`config.mk`:
```
export PLATFORM = sky130hd
export DESIGN_NAME = ucie_ctl_sb_tx_serializer
export DESIGN_NICKNAME = d
export VERILOG_FILES = /design/src/rtl/ucie_ctl_sb_tx_serializer.sv
export SDC_FILE = /design/constraint.sdc
export NUM_CORES = 1
export LEC_CHECK = 0
export BUFFER_PORTS_ARGS = -buffer_cell sky130_fd_sc_hd__buf_2
export CORE_MARGIN = 8
export CORE_UTILIZATION = 45
export CTS_CLUSTER_SIZE = 8
export DETAILED_ROUTE_END_ITERATION = 10
export PLACE_DENSITY = 0.74
export SLEW_MARGIN = 30
export SYNTH_ARGS = -nofsm -noshare
export SYNTH_HDL_FRONTEND = slang
export SYNTH_SLANG_ARGS = --single-unit
```
`constraint.sdc`:
```
create_clock -name i_clk -period 1.5 [get_ports i_clk]
set_clock_uncertainty 0.05 [all_clocks]
set_input_delay 0.3 -clock i_clk [delete_from_list [all_inputs] [get_ports i_clk]]
set_output_delay 0.3 -clock i_clk [all_outputs]
set_load 0.01 [all_outputs]
```
`src/rtl/ucie_ctl_sb_tx_serializer.sv`:
```
// Sideband TX serializer: buffers a 64-bit header and 64-bit data message, and
// streams one 32-bit phase onto the NC-bit RDI lp_cfg bus under FSM load/shift control.
module ucie_ctl_sb_tx_serializer #(
  parameter int NC      = 32,
  parameter int PHASE_W = 32
) (
  input  logic          i_clk,
  input  logic          i_rst,
  input  logic [63:0]   i_hdr,
  input  logic [63:0]   i_data,
  input  logic [1:0]    i_buf_en,
  input  logic [1:0]    i_shift_load,
  input  logic [1:0]    i_phase_sel,
  output logic [NC-1:0] o_lp_cfg,
  output logic          o_beat_vld,
  output logic          o_done_shift,
  output logic          o_underrun
);

  localparam int         BPP    = PHASE_W / NC;
  localparam logic [1:0] BPP_M1 = 2'(BPP - 1);

  typedef enum logic {IDLE, SHIFTING} state_e;

  state_e               state_q;
  logic [63:0]          hdr_q, data_q;
  logic [PHASE_W-1:0]   shreg_q;
  logic [1:0]           beats_q;
  logic [NC-1:0]        lp_cfg_q;
  logic                 vld_q, done_q, unr_q;
  logic [PHASE_W-1:0]   phase_d;

  always_comb begin
    phase_d = '0;
    case (i_phase_sel)
      2'd0: phase_d = hdr_q[31:0];
      2'd1: phase_d = hdr_q[63:32];
      2'd2: phase_d = data_q[31:0];
      default: phase_d = data_q[63:32];
    endcase
  end

  // Buffer capture runs regardless of serializer state; load sees pre-edge contents.
  always_ff @(posedge i_clk or negedge i_rst) begin
    if (!i_rst) begin
      hdr_q  <= '0;
      data_q <= '0;
    end else begin
      if (i_buf_en[0]) hdr_q  <= i_hdr;
      if (i_buf_en[1]) data_q <= i_data;
    end
  end

  always_ff @(posedge i_clk or negedge i_rst) begin
    if (!i_rst) begin
      state_q  <= IDLE;
      shreg_q  <= '0;
      beats_q  <= '0;
      lp_cfg_q <= '0;
      vld_q    <= 1'b0;
      done_q   <= 1'b0;
      unr_q    <= 1'b0;
    end else begin
      case (i_shift_load)
        2'b01: begin
          // Load wins in any state; pending beats of an earlier phase are dropped.
          lp_cfg_q <= phase_d[NC-1:0];
          shreg_q  <= phase_d >> NC;
          beats_q  <= BPP_M1;
          vld_q    <= 1'b1;
          unr_q    <= 1'b0;
          if (BPP == 1) begin
            done_q  <= 1'b1;
            state_q <= IDLE;
          end else begin
            done_q  <= 1'b0;
            state_q <= SHIFTING;
          end
        end
        2'b10: begin
          if (state_q == SHIFTING) begin
            lp_cfg_q <= shreg_q[NC-1:0];
            shreg_q  <= shreg_q >> NC;
            beats_q  <= beats_q - 2'd1;
            vld_q    <= 1'b1;
            if (beats_q == 2'd1) begin
              done_q  <= 1'b1;
              state_q <= IDLE;
            end else begin
              done_q  <= 1'b0;
            end
          end else begin
            unr_q  <= 1'b1;
            vld_q  <= 1'b0;
            done_q <= 1'b0;
          end
        end
        default: begin
          vld_q  <= 1'b0;
          done_q <= 1'b0;
        end
      endcase
    end
  end

  assign o_lp_cfg     = lp_cfg_q;
  assign o_beat_vld   = vld_q;
  assign o_done_shift = done_q;
  assign o_underrun   = unr_q;

endmodule

```
==> impl_metrics.yaml <==
synthesis:
  synth_xor_xnor_area_share: 0.001216
  yosysWarnings: 0
  synth_ff_type: "dfrtp_1"
  yosys.area.top_type: "dfrtp_1"
  syn-cell-area_um2: 7201
  avgSynthCellArea_um2: 15.03
  synthArstFlopShare: 1.000
  synth_area_leaders: "dfrtp_1 58%, mux2_2 12%, mux2_1 9.1%"
  synth.mux.area_fraction: 0.3112
  synth_nets: 618
  ys_seq_area_frac: 0.5769
  synth_simple_gate_area_share: 0.02224
  ys_seq_elements: 166
  synth_top_family_by_area: "multiplexers"
  yosysTopAreaCellShare: 0.5769
  synth_compound_area_frac: 0.05143
  synthAdderAreaFrac: 0.005213
  synth_cell_types: 23
  synthesis.instances: 479
  synth_edf_count: 0
setup_path:
  path_class: "flop to output port"
  start_kind: "flop"
  path_depth: 1
  critPathMaxStageDelay_ns: 0.41
  worst_path_max_delay_cell: "dfrtp_1"
  timing.rr.end: "o_lp_cfg[5]"
  cp-end-kind: "output port"
  arrival_ns: 0.98
  crit_chain: "buf_2"
  critPathMaxFanout: 2
  cp_data_required_time_ns: 1.15
  cpLargestDelayFamily: "flip-flops"
  regToRegSetupSlack_ns: 0.29
  crit_buf_inv: 1
  r2r_start: "state_q"
  reg2reg_depth: 3
place:
  dpl_cell_area_um2: 8486
  gp_congestion: 0.8241
  io_buffers: 170
  dpl.hpwl_um: 13080
cts:
  clk_latency_ns: 0.42
  clockBufferDepth: 2
  postCtsSetupBuffers: 0
  cts.clk_slew.worst_paths_ns: 0.06
  cts_resized: 0
  clockRootBuffer: "clkbuf_16"
  ctsHtreeMaxLevel: 4
  cts_hold_buf: 1
  cts_tree: "yes"
  cts_buffers: 17
  clock-sinks: 166
route:
  viasPerCell: 5.213
  drcViolationCount: 0
  wl_per_cell_um: 19.61
  drtAntennaViolNets: 0
  vias: 4634
  drtIter0Drc: 195
  routed_wl_um: 17440
  drt-pass1-iter-count: 4
power:
  swShare: 0.2390
  p_clk_frac: 0.389
  ir_drop_uv: 858.1
  power_leakage_uw: 0.004330
  pwr-share-comb: 0.150
  internal-power_uw: 8775
  p_total_uw: 11530
  p_switching_uw: 2756
  power_frac_seq: 0.461
  power_per_cell_area_nw_per_um2: 1268
floorplanning:
  start_util: 0.4566
  dieArea_um2: 20300
  design.core.area_um2: 15770
  die_w_um: 142.5
  rows: 46
  num_io_pins: 171
  die_y_um: 142.5
timing:
  hold_violations: 0
  worst_slew_pin_slew_ns: 0.3581
  period_needed_ns: 1.329
  grt_setup_unrepaired: "false"
  finalCritPeriodShare: 0.8858
  slew_violations: 0
  hold_slack_ns: 0.04390
  maxSlewHeadroom: 0.7612
  finalSetupViolations: 0
  fin_setup_tns_ns: 0
  max_clock_freq_ghz: 0.7526
cells_and_area:
  final_net_count: 801
  drive_gt1_frac: 0.4874
  nFillCells: 1324
  final_cell_mix: "168 x buf_2, 166 x dfrtp_1, 74 x mux2_2"
  antenna_cells: 0
  areaGrowthSynthToFinish_pct: 26.34
  mostFrequentLayoutCell: "buf_2"
  final_area_um2: 9097
  finalCoreUtilization: 0.5769
worst_hold_path:
  hold_path_end: "data_q[9]"
  min_path_cells: 2
  hold_path.class: "input pin to flop"
  min-delay-start: "i_data[9]"
global_routing:
  grt_overflow_total: 0
  grt_max_degree: 49
  antenna_found_initial: 1
  first_global_vias: 5128
  grt_usage: 0.1779
  grt_pass1_wl_um: 27660
outcome:
  status: "completed"
run:
  max-cap-violations: 0
[synth_stat cells (all sizes together), types with 2 or more instances]
cell type	number
a22o	2
a221o	32
ha	3
buf	32
mux2	160
dfrtp	166
nor2	34
a21oi	4
inv	5
mux2i	33
[area by class of cell]
cell class              count  area [um2]  share of cell area
flip-flops and latches    166        4154              0.4566
multi-input cells         276        2833              0.3114
repair buffers            196        1220              0.1341
clock buffers              20       446.7             0.04910
well taps                 216       270.3             0.02971
clock inverters            10       155.1             0.01705
inverters                   5       18.77            0.002063
[power groups by stage]
stage / Sequential [uW] / Clock [uW] / Combinational [uW]
after global placement: 5370 / 0 / 1690
after CTS: 5320 / 4570 / 1760
after detailed placement: 5400 / 0 / 1750
final: 5320 / 4480 / 1730
after floorplan: 5390 / 0 / 915
after global routing: 5380 / 4780 / 1880
[sequential cells by signal, indices dropped and copies added, names as in the netlist]
register and count:
state_q 1, o_lp_cfg 32, beats_q 2, o_done_shift 1, data_q 64, hdr_q 64, o_underrun 1, o_beat_vld 1
[cells by family (layout without fill, tap and decap cells)]
logic type      after synthesis  in the layout
mux                         193            193
buf+inv                      37            231
xor+xnor                      1              1
fa+ha+maj                     3              3
flops                       166            166
compound gates               40             40
simple gates                 39             39
[routing by layer]
layer,part of all wire,vias to the layer above,track usage,routed length (um)
met2,0.49,144,0.2863,8500
li1,-,2111,-,-
met5,0.00075,-,0,13
met3,0.077,23,0.05971,1339
met1,0.42,2354,0.2173,7290
met4,0.017,2,0.06711,293
[metrics by stage]
stage               instances  setup WS (ns)
floorplan                 479        0.01536
global placement          858        -0.1809
detailed placement        858        -0.2636
CTS                       889         0.1527
global route              889         0.1134
finish                    889         0.1713
[worst max path at each step]
stage	slack [ns]	to	startpoint
detailed placement	-0.26	o_lp_cfg[5]	i_shift_load[0]
finish	0.17	o_lp_cfg[7]	o_lp_cfg[7]
global route	0.11	o_lp_cfg[20]	i_shift_load[0]
floorplan	0.02	o_lp_cfg[21]	i_shift_load[0]
CTS	0.15	o_lp_cfg[7]	o_lp_cfg[7]
global placement	-0.18	o_lp_cfg[1]	i_shift_load[0]
Note: power is estimated with default switching activity, not from simulation.
